<file path="config.mk">
export PLATFORM = sky130hd
export DESIGN_NAME = row_uram_arbiter
export DESIGN_NICKNAME = d
export VERILOG_FILES = /design/src/rtl/row_uram_arbiter.sv
export SDC_FILE = /design/constraint.sdc
export NUM_CORES = 1
export LEC_CHECK = 0
export CAP_MARGIN = 20
export CORE_AREA = 2 2 170 172
export CTS_CLUSTER_DIAMETER = 80
export DETAILED_ROUTE_END_ITERATION = 10
export DIE_AREA = 0 0 172 174
export SYNTH_ARGS = -nofsm -noshare
export SYNTH_HDL_FRONTEND = slang
export SYNTH_SLANG_ARGS = --single-unit
</file>
<file path="constraint.sdc">
create_clock -name clk -period 3.1 [get_ports clk]
set_clock_uncertainty 0.05 [all_clocks]
set_input_delay 0.31 -clock clk [delete_from_list [all_inputs] [get_ports clk]]
set_output_delay 0.31 -clock clk [all_outputs]
set_load 0.02 [all_outputs]
</file>
<file path="src/rtl/row_uram_arbiter.sv">
// row_uram_arbiter
// Row-level URAM arbiter and barrier. Grants URAM ownership to one core at a
// time in round-robin order and muxes the owner's write bus onto the single
// URAM port. Once every core has completed one ownership it stops granting,
// requests an external drain and broadcasts o_uram_emptied when the drain ends.
//
// Ports
//   clk, reset             : clock, synchronous active-low reset
//   i_core_req/_locked     : per-core ownership request / still-using flag
//   o_core_grant           : one-hot or zero grant
//   o_uram_emptied         : barrier released
//   i_core_uram_*          : per-core URAM bus (zero when not granted)
//   o_uram_*               : registered URAM port (OR of per-core buses)
//   o_drain_req            : ask external reader to empty the URAM
//   i_drain_done           : single-cycle drain-complete pulse
//
// state     | meaning
// ----------+--------------------------------------------------------------
// S_IDLE    | looking for an eligible core, or all served -> drain
// S_GRANT   | owner holds URAM until req and locked both drop
// S_RELEASE | one dead cycle with no grant
// S_DRAIN   | o_drain_req high, waiting for i_drain_done
// S_EMPTIED | barrier released, o_uram_emptied high until next grant
module row_uram_arbiter #(
    parameter int NUM_CORES   = 8,
    parameter int URAM_ADDR_W = 12
) (
    input  logic                            clk,
    input  logic                            reset,
    input  logic [NUM_CORES-1:0]            i_core_req,
    input  logic [NUM_CORES-1:0]            i_core_locked,
    output logic [NUM_CORES-1:0]            o_core_grant,
    output logic                            o_uram_emptied,
    input  logic [NUM_CORES-1:0]            i_core_uram_en,
    input  logic [NUM_CORES*URAM_ADDR_W-1:0] i_core_uram_addr,
    input  logic [NUM_CORES*32-1:0]         i_core_uram_wr_data,
    input  logic [NUM_CORES-1:0]            i_core_uram_wr_en,
    output logic                            o_uram_en,
    output logic [URAM_ADDR_W-1:0]          o_uram_addr,
    output logic [31:0]                     o_uram_wr_data,
    output logic                            o_uram_wr_en,
    output logic                            o_drain_req,
    input  logic                            i_drain_done
);

    localparam int PW = (NUM_CORES > 1) ? $clog2(NUM_CORES) : 1;

    typedef enum logic [2:0] {
        S_IDLE,
        S_GRANT,
        S_RELEASE,
        S_DRAIN,
        S_EMPTIED
    } state_t;

    state_t                 state_q, state_d;
    logic [PW-1:0]          ptr_q, ptr_d;
    logic [PW-1:0]          owner_q, owner_d;
    logic [NUM_CORES-1:0]   served_q, served_d;
    logic [NUM_CORES-1:0]   grant_q, grant_d;
    logic                   emptied_q, emptied_d;
    logic                   drain_req_q, drain_req_d;
    logic                   uram_en_q, uram_en_d;
    logic                   uram_wr_en_q, uram_wr_en_d;
    logic [URAM_ADDR_W-1:0] uram_addr_q, uram_addr_d;
    logic [31:0]            uram_data_q, uram_data_d;

    logic [NUM_CORES-1:0]   eligible;
    logic [NUM_CORES-1:0]   elig_rot;
    logic                   pick_found;
    logic [PW-1:0]          pick_off;
    logic [PW:0]            pick_sum;
    logic [PW-1:0]          pick_idx;

    assign eligible = i_core_req & ~served_q;

    // Rotate eligibility so bit 0 is the core at ptr, take the lowest set bit,
    // then rotate the offset back into an absolute core index.
    always_comb begin
        elig_rot   = NUM_CORES'({eligible, eligible} >> ptr_q);
        pick_found = 1'b0;
        pick_off   = '0;
        for (int j = 0; j < NUM_CORES; j++) begin
            if (!pick_found && elig_rot[j]) begin
                pick_found = 1'b1;
                pick_off   = PW'(j);
            end
        end
        pick_sum = {1'b0, ptr_q} + {1'b0, pick_off};
        if (pick_sum >= (PW+1)'(NUM_CORES)) begin
            pick_sum = pick_sum - (PW+1)'(NUM_CORES);
        end
        pick_idx = pick_sum[PW-1:0];
    end

    always_comb begin
        state_d     = state_q;
        ptr_d       = ptr_q;
        owner_d     = owner_q;
        served_d    = served_q;
        grant_d     = grant_q;
        emptied_d   = emptied_q;
        drain_req_d = drain_req_q;
        case (state_q)
            S_IDLE, S_EMPTIED: begin
                if (&served_q) begin
                    state_d     = S_DRAIN;
                    drain_req_d = 1'b1;
                end else if (pick_found) begin
                    state_d   = S_GRANT;
                    owner_d   = pick_idx;
                    grant_d   = NUM_CORES'(1) << pick_idx;
                    emptied_d = 1'b0;
                end
            end
            S_GRANT: begin
                if (!(i_core_req[owner_q] || i_core_locked[owner_q])) begin
                    state_d           = S_RELEASE;
                    grant_d           = '0;
                    served_d[owner_q] = 1'b1;
                    ptr_d = (owner_q == PW'(NUM_CORES-1)) ? '0 : owner_q + PW'(1);
                end
            end
            S_RELEASE: begin
                state_d = S_IDLE;
            end
            S_DRAIN: begin
                if (i_drain_done) begin
                    state_d     = S_EMPTIED;
                    served_d    = '0;
                    emptied_d   = 1'b1;
                    drain_req_d = 1'b0;
                end
            end
            default: begin
                state_d = S_IDLE;
            end
        endcase
    end

    // Non-granted cores drive zero, so OR-reduction is the mux.
    always_comb begin
        uram_en_d    = |i_core_uram_en;
        uram_wr_en_d = |i_core_uram_wr_en;
        uram_addr_d  = '0;
        uram_data_d  = '0;
        for (int k = 0; k < NUM_CORES; k++) begin
            uram_addr_d = uram_addr_d | i_core_uram_addr[k*URAM_ADDR_W +: URAM_ADDR_W];
            uram_data_d = uram_data_d | i_core_uram_wr_data[k*32 +: 32];
        end
    end

    always_ff @(posedge clk) begin
        if (!reset) begin
            state_q      <= S_IDLE;
            ptr_q        <= '0;
            owner_q      <= '0;
            served_q     <= '0;
            grant_q      <= '0;
            emptied_q    <= 1'b0;
            drain_req_q  <= 1'b0;
            uram_en_q    <= 1'b0;
            uram_wr_en_q <= 1'b0;
            uram_addr_q  <= '0;
            uram_data_q  <= '0;
        end else begin
            state_q      <= state_d;
            ptr_q        <= ptr_d;
            owner_q      <= owner_d;
            served_q     <= served_d;
            grant_q      <= grant_d;
            emptied_q    <= emptied_d;
            drain_req_q  <= drain_req_d;
            uram_en_q    <= uram_en_d;
            uram_wr_en_q <= uram_wr_en_d;
            uram_addr_q  <= uram_addr_d;
            uram_data_q  <= uram_data_d;
        end
    end

    assign o_core_grant   = grant_q;
    assign o_uram_emptied = emptied_q;
    assign o_drain_req    = drain_req_q;
    assign o_uram_en      = uram_en_q;
    assign o_uram_wr_en   = uram_wr_en_q;
    assign o_uram_addr    = uram_addr_q;
    assign o_uram_wr_data = uram_data_q;

endmodule

</file>
; ---- Word-level counts from Yosys, hierarchy flattened
; Cells that the tools add are included.
[word_totals]
register_bits = 73
out_inout_bits = 56
[op_classes]
shift = 2
n_lt_le_gt_ge = 3
n_bitwise = 19
reduce_logical = 31
mux = 42
eq_ne = 10
add_sub_neg = 3
[op_table]
columns = operator, n
row1 = 32-bit OR, 7
row2 = 12-bit OR, 7
row3 = 8-bit 2-to-1 mux, 5
row4 = 3-bit 2-to-1 mux, 11
row5 = 8-bit one-hot mux with 2 select lines, 2
row6 = 1-bit 2-to-1 mux, 17
row7 = 8-bit OR reduction, 2
row8 = 16-bit by 3-bit right shift with 8-bit output, 1
row9 = 3-bit AND reduction, 4
row10 = 2-bit inequality test (second input constant), 5
row11 = 3-bit one-hot mux with 3 select lines, 1
row12 = 8-bit AND, 1
row13 = 1-bit logical AND, 8
row14 = 8-bit inverter, 1
row15 = 8-bit OR, 1
row16 = 4-bit AND reduction, 2
row17 = 8-bit AND reduction, 1
row18 = 1-bit by 3-bit left shift with 8-bit output (first input constant), 1
row19 = 1-bit zero test, 7
row20 = 1-bit binary-select mux with 3-bit select, 2
row21 = 3-bit == test (second input constant), 2
row22 = 2-bit nonzero test, 3
row23 = 3-bit by 3-bit adder with 4-bit output, 1
row24 = 4-bit greater-or-equal comparator (second input constant), 1
row25 = 15 further kinds, 17

; ---- Logic depth before layout (Yosys ltp)
[depth]
word_depth = 32
mapped_depth = 15

; ---- Worst setup path before layout
; No wires, ideal clock.
[synth_timing]
path_kind = reg2reg
from = register ptr_q[0]
to = register owner_q[2]
path_stages_with_launch = 15
t_required_ns = 2.928
t_arrival_ns = 3.150
path_slack_ns = -0.223
n_path_buf = 1
cell_sequence = dfxtp_1 -> buf_2 -> mux4_2 -> mux2i_1 -> nor2b_1 -> o21bai_1 -> a21bo_2 -> a21oi_1 -> ha_1 -> fa_1 -> xor2_1 -> inv_1 -> nand3_1 -> nor2_1 -> a311o_1
[synth_between]
elab_chain_len = 26
[synth_lines]
columns = item, line_no
row1 = from (decl), 57  ; logic [PW-1:0] ptr_q, ptr_d;
row2 = from (signal assigned), 168  ; ptr_q <= ptr_d;
row3 = 16-bit by 3-bit right shift with 8-bit output, 80  ; elig_rot = NUM_CORES'({eligible, eligible} >> ptr_q);
row4 = 1-bit 2-to-1 mux, 84  ; if (!pick_found && elig_rot[j]) begin
row5 = 1-bit zero test, 84
row6 = 1-bit logical AND, 84
row7 = 1-bit 2-to-1 mux, 84
row8 = 1-bit zero test, 84
row9 = 1-bit logical AND, 84
row10 = 1-bit 2-to-1 mux, 84
row11 = [10 not listed], --
row12 = 1-bit logical AND, 84
row13 = 1-bit 2-to-1 mux, 84
row14 = 1-bit zero test, 84
row15 = 1-bit logical AND, 84
row16 = 3-bit 2-to-1 mux, 84
row17 = 3-bit by 3-bit adder with 4-bit output, 89  ; pick_sum = {1'b0, ptr_q} + {1'b0, pick_off};
row18 = 4-bit greater-or-equal comparator or 3-bit by 1-bit subtractor with 3-bit output (tied branches), "90, 91"
row19 = 3-bit 2-to-1 mux, 90  ; if (pick_sum >= (PW+1)'(NUM_CORES)) begin
row20 = to (signal assigned), 169  ; owner_q <= owner_d;
row21 = to (decl), 58  ; logic [PW-1:0] owner_q, owner_d;
; Several ways; a longest one is shown, not always the timed one.
; A chain may end at the register's enable or synchronous reset.

; ---- Worst setup path after layout
[layout_timing]
from = input port i_core_req[3]
to = register owner_q[2]
[layout_between]
elab_chain_len = 27
[layout_lines]
columns = item, line_no
row1 = from (decl), 30  ; input logic [NUM_CORES-1:0] i_core_req,
row2 = 8-bit AND *, 75  ; assign eligible = i_core_req & ~served_q;
row3 = 16-bit by 3-bit right shift with 8-bit output *, 80
row4 = 1-bit 2-to-1 mux, 84
row5 = 1-bit zero test, 84
row6 = 1-bit logical AND, 84
row7 = 1-bit 2-to-1 mux, 84
row8 = 1-bit zero test, 84
row9 = 1-bit logical AND, 84
row10 = [11 not listed], --
row11 = 1-bit logical AND, 84
row12 = 1-bit 2-to-1 mux, 84
row13 = 1-bit zero test, 84
row14 = 1-bit logical AND, 84
row15 = 3-bit 2-to-1 mux, 84
row16 = 3-bit by 3-bit adder with 4-bit output, 89
row17 = 4-bit greater-or-equal comparator or 3-bit by 1-bit subtractor with 3-bit output (tied branches), "90, 91"
row18 = 3-bit 2-to-1 mux, 90
; Every way passes the cells marked *; elsewhere a longest branch is shown, timed or not.

==> flow_summary.ini <==
[sta]
finalCritPeriodShare = 1.03
setup_viol = 9
fin_crit_ps = 3180
drv_slew = 0
tightestPinTransition_ps = 723
setup-tns-final_ps = -409
rsz0062_at_grt = yes
fmax_mhz = 314
finalHoldViolCount = 0
slew_headroom = 0.518
fin_ws_ps = -84.2

[yosys]
yosysMostFrequentCell = nor4_1
syn_nets = 773
synthTopCellsByCount = nor4_1, dfxtp_1, a21boi_0
postSynthCellCount = 382
ys_warn_count = 0
syn_area_per_cell_um2 = 9.67
yosysTopAreaCell = dfxtp_1
async_flop_share = 0
synth.distinct_cells = 49
yosys-top-cells-area = dfxtp_1, nor4_1, a21boi_0, mux2i_1, nor4bb_1
seq_area_frac_synth = 0.396
synth_edf_count = 0
synth_top_area_share = 0.396
synthFlopType = dfxtp_1
netlist_area_um2 = 3690
ys_ff_latch = 73

[pwr]
cellLeakagePower_nw = 3.32
netSwitchingPower_w = 0.000926
netSwitchingFraction = 0.282
seq_power_share = 0.323
power_frac_comb = 0.350
intPower_w = 0.00235
ir_drop_mv = 0.254
clock_power_share = 0.327
p_per_area_nw_per_um2 = 349

[routing]
drt_iter0_markers = 202
drt_wl_total_um = 23200
vias = 5140
highest_layer = met5
vias_per_cell = 4.11
drc_errors = 0
first_pass_iters = 4
met2_length_um = 10800
wirelength_met1_um = 9430
drt-wirelength-per-cell_um = 18.6
detail-route-antenna-nets = 0
met3_wirelength_um = 2240

[die]
initial_utilization = 0.131
die_w_um = 172
die_h_um = 174
die_area_um2 = 29900
core-area_um2 = 28200
boundaryPins = 443
rows = 62

[setup_path]
cp_max_fo = 4
path_class = primary input to register
crit_arrival_ps = 3360
r2r_setup_slack_ps = -80
setup.worst_path.end = owner_q[2]$_SDFFE_PN0P_
critPathSlowestCell = clkdlybuf4s50_1
worstReg2RegEnd = owner_q[2]$_SDFFE_PN0P_
cpPeakStageDelay_ps = 580
crit_required_ps = 3280
critPathCaptureType = register
cp-startpoint = i_core_req[3]
ff2ff_path_depth = 13
crit_chain = clkdlybuf4s50_1 -> nand2b_1 -> mux4_2 -> mux2_2 -> a21bo_2 -> a21oi_2 -> ha_2 -> fa_2 -> xor2_4 -> buf_4 -> nand3_2 -> o22ai_2 -> a311o_1
startpoint_type = primary input
rr_startpoint = ptr_q[0]$_SDFFE_PN0P_

[clocking]
insertion_delay_ps = 340
cts_tree = built
holdBufCountCts = 0
cts.path.max_buffers = 2
clk_pin_slew_ps = 70
cts_buffers = 9
cts_sinks = 73
cts-root-buf = clkbuf_16
htreeDepth = 3

[cells_and_area]
fin_cells = 1250
num-fill-cells = 2923
drive_gt1_frac = 0.122
area_growth_pct = 154
nNetsFinal = 1251

[grt]
grt_remaining_overflow = 0
grtUsageTotal = 0.151
grt_max_degree = 39
grt_pass1_vias = 5393
antenna_found_initial = 3
grt_pass1_wl_um = 32800

[placement]
post-dp-hpwl_um = 19900
dp.cells = 1226
portBuffers = 442
routabilityCongestion = 0.844

[run]
drv_cap = 0

[run_status]
violations = setup timing
status = finished, violations left

[worst_hold_path]
hp-class = register to register
==> registers in the layout, summed over array words and instances, names as in the netlist <==
name and flops:
o_core_grant 8, o_drain_req 1, o_uram_addr 12, o_uram_emptied 1, o_uram_en 1, o_uram_wr_data 32, o_uram_wr_en 1, owner_q 3
ptr_q 3, served_q 8, state_q 3
==> worst max-delay path: cells and delay by family <==
kind	cells	cell delay, ps
mux	2	790
xor+xnor	1	180
fa+ha+maj	2	600
compound gates	4	590
buf+inv	2	720
simple gates	2	180
==> cell usage in the layout (no fill, tap or decap), drive strengths merged, types with 9 or more instances in the layout <==
| cell | n |
|---|---|
| nor2 | 22 |
| nor4 | 99 |
| clkdlybuf4s50 | 438 |
| nand2b | 10 |
| a21oi | 11 |
| clkbuf | 11 |
| a21boi | 47 |
| nor4bb | 10 |
| nor2b | 9 |
| dfxtp | 73 |
| mux2i | 10 |
| buf | 39 |
==> metal layers <==
metal / vias up / global-route usage
li1: 2505 / -
met1: 2363 / 0.180
met2: 241 / 0.241
met3: 29 / 0.0606
met4: 2 / 0.0581
met5: - / 0
==> through the flow <==
stage,power (W),setup slack [ps],area (um2),hold WS (ps),util
after global routing,0.00347,-241,9390,453,0.333
final,0.00328,-84.2,9390,429,0.333
after floorplan,0.00140,18.0,3750,436,-
after global placement,0.00216,-511,8830,424,0.313
after CTS,0.00333,-63.9,9260,435,0.328
after detailed placement,0.00216,-550,8830,416,0.313
==> worst min-delay path by stage <==
stage / from / end / slack [ps] / cells after the start
after global routing: o_core_grant[1]$_SDFFE_PN0P_ / o_core_grant[1]$_SDFFE_PN0P_ / 450 / 1
final: o_core_grant[7]$_SDFFE_PN0P_ / o_core_grant[7]$_SDFFE_PN0P_ / 430 / 1
after global placement: o_core_grant[7]$_SDFFE_PN0P_ / o_core_grant[7]$_SDFFE_PN0P_ / 420 / 1
after CTS: o_core_grant[7]$_SDFFE_PN0P_ / o_core_grant[7]$_SDFFE_PN0P_ / 440 / 1
after detailed placement: o_core_grant[7]$_SDFFE_PN0P_ / o_core_grant[7]$_SDFFE_PN0P_ / 420 / 1
after floorplan: served_q[4]$_SDFFE_PN0P_ / served_q[4]$_SDFFE_PN0P_ / 440 / 2
==> power by group through the flow <==
stage	sequential, W	combinational (W)	clock (W)
final	0.00106	0.00115	0.00107
after CTS	0.00106	0.00112	0.00115
after detailed placement	0.00108	0.00108	0
after global routing	0.00107	0.00122	0.00118
after global placement	0.00108	0.00107	0
after floorplan	0.00111	0.000291	0
==> kinds of logic after synthesis <==
group,share of synthesized area
AOI/OAI and AO/OA,0.163
adders and majority gates,0.0156
and+or+nand+nor,0.342
muxes,0.0627
xor gates and xnor gates,0.00237
buffers and inverters,0.0190
DFF,0.396
==> cell type report <==
type                            instances  area [um2]  area share
Inverter                                2        7.51    0.000799
Multi-Input combinational cell        293        2390       0.254
Sequential cell                        73        1470       0.156
Antenna cell                            2        5.00    0.000533
Tap cell                              384         480      0.0512
Clock inverter                          5        57.6     0.00613
Clock buffer                           10         229      0.0244
Timing Repair Buffer                  481        4760       0.507
==> what timing repair did <==
action | in CTS | in global routing
pin swaps | 3 | 12
resized for setup | 27 | 17
cloned | 0 | 1
endpoints found under the setup margin | 10 | 9
setup buffers | 4 | 3
Power figures use the tool's default switching activity.
==> RTL change (same flow settings) <==
Reset style: asynchronous (`reset`), changed in one clocked block. Comments in the files are not updated.
--- a/src/rtl/row_uram_arbiter.sv
+++ b/src/rtl/row_uram_arbiter.sv
@@ -150,7 +150,7 @@
         end
     end
 
-    always_ff @(posedge clk) begin
+    always_ff @(posedge clk or negedge reset) begin
         if (!reset) begin
             state_q      <= S_IDLE;
             ptr_q        <= '0;
Function: differs if reset is asserted again (counterexample within 4 cycles, from zero or initial values and one cycle with reset low); with reset held inactive, the same outputs for 10 cycles.
==> RTL change against the unedited design <==
  * The flow still finishes with violations (setup timing)
  * Setup slack lost 0.071 ns
  * Global-route usage grew 0.23 points
  * Non-clock buffer count grew 12
  * Sequential cell count is the same
  * Worst hold slack lost 0.42 ns
  * Routed wire length shrank 0.97%
  * Synthesized area grew 1.4%
  * Design area grew 0.35%
  * Synthesized cell count shrank 1.6%
  * Largest cell class unchanged
Power is not compared: it rests on default switching activity, and its combinational part moved more than twofold at a synthesized area within 25%.
==> RTL change: results (changes against the unedited design) <==
** Status
- Run status :: complete, but fails checks
- The checks that failed: setup timing.

** Global route
- The initial antenna violation count is 9 (+6).
- The met1 track utilization from global routing was 17.69% (-0.30 points).
- The via count of the first global-routing pass was 5,472 (+1.5%).
- GRT Overall Usage :: 15.31% (+0.23 points)
- The met3 global-route usage was 6.261% (+0.20 points).
- Global-route met2 utilization :: 25.84% (+1.7 points)
- The pin count of the biggest net entering global routing is 61 (+56%).

** Placed design
- The placed cell count was 1,232 (+0.49%).
- The post-placement setup slack was -0.6009 ns (-0.05084 ns).
- The post-DP HPWL was 19.96 mm (+0.55%).
- Post-detailed-placement cell area :: 8930 um^2 (+1.2%)

** Finish
- Share of post-route cells with drive strength above 1 :: 11.54% (-0.61 points)
- The count of non-filler cells in the finished layout is 1,262 (+0.96%).

** Logic synthesis
- Number of distinct library cells after synthesis :: 50 (+2.0%)
- In the synthesized netlist the dominant register cell turns out to be sky130_fd_sc_hd__dfrtp_1.
- The part of the Yosys area used for sequential elements came to 48.78% (+9.2 points).
- The net count of the mapped netlist is 767 (-0.78%).
- Commonest cells in the netlist :: 92 x sky130_fd_sc_hd__nor4_1, 73 x sky130_fd_sc_hd__dfrtp_1, 65 x sky130_fd_sc_hd__nand2_1, 18 x sky130_fd_sc_hd__nor2_1, 10 x sky130_fd_sc_hd__nor2b_1
- After synthesis, the cell types taking the most area are sky130_fd_sc_hd__dfrtp_1 49%, sky130_fd_sc_hd__nor4_1 15%, sky130_fd_sc_hd__nand2_1 6.5%.

** Detailed routing
- WL per Instance :: 18.20 um (-1.9%)
- Routed length on met1 :: 8.992 mm (-4.6%)
- Routed wire length on met3 :: 1.934 mm (-14%)
- DR vias :: 5,024 (-2.3%)
- The number of DRC violations after detailed-routing iteration 0 was 206 (+2.0%).

** STA
- Worst slack on hold paths :: 0.01176 ns (-0.4172 ns)
- Count of endpoints failing setup in the final report :: 9 (unchanged)
- Slew HR :: 43.84% (-8.0 points)
- The worst setup margin is -0.1549 ns (-0.07073 ns).
- Final total negative setup slack :: -0.9805 ns (-0.5716 ns)

** CTS
- The number of gates resized after cts was 19 (-30%).
- The number of buffers inserted to repair setup after CTS came to 11 (+7).

** Setup path
- Number of cell instances on the worst register-to-register path :: 10 (-3)
- Largest incremental delay on the critical path :: 0.56 ns (-0.02 ns)
- The critical path ends at o_core_grant[0]$_DFFE_PN0P_.
- Library cell contributing the largest single delay on the critical path :: sky130_fd_sc_hd__mux4_2
- The data required time of the worst path is 3.30 ns (+0.02 ns).

** Min path
- The min-delay analysis places its worst path in the category in -> async.
[RTL change: changes by cell type in the layout (fill, tap and decap cells not counted), sizes merged, moves of 7 or more]
cell / before / now
o31ai: 0 / 7
a21boi: 47 / 0
buf: 39 / 52
nand2: 5 / 65
dfxtp: 73 / 0
dfrtp: 0 / 73
a22o: 8 / 0
[RTL change: cell type report]
type                       instances  area (um^2)
multi-input combinational        290         1956
antenna                            3        7.507
timing repair buffer             493         4828
clock buffer                       9        225.2
sequential                        73         1829
inverter                           3        11.26
fill                            2931        18810
clock inverter                     7        87.58
tap                              384        480.5
[RTL change: cell families (layout without fill, tap and decap cells)]
logic type | Yosys count | after routing | synth area share, %
AND/OR/NAND/NOR | 229 | 229 | 33.58
AO/OA/AOI/OAI | 38 | 38 | 6.950
buffers and inverters | 13 | 512 | 1.771
XOR/XNOR | 3 | 3 | 0.7018
multiplexers | 16 | 16 | 6.682
adder cells (fa/ha/maj) | 4 | 4 | 1.537
flip-flops | 73 | 73 | 48.78
other | 0 | 3 | 0
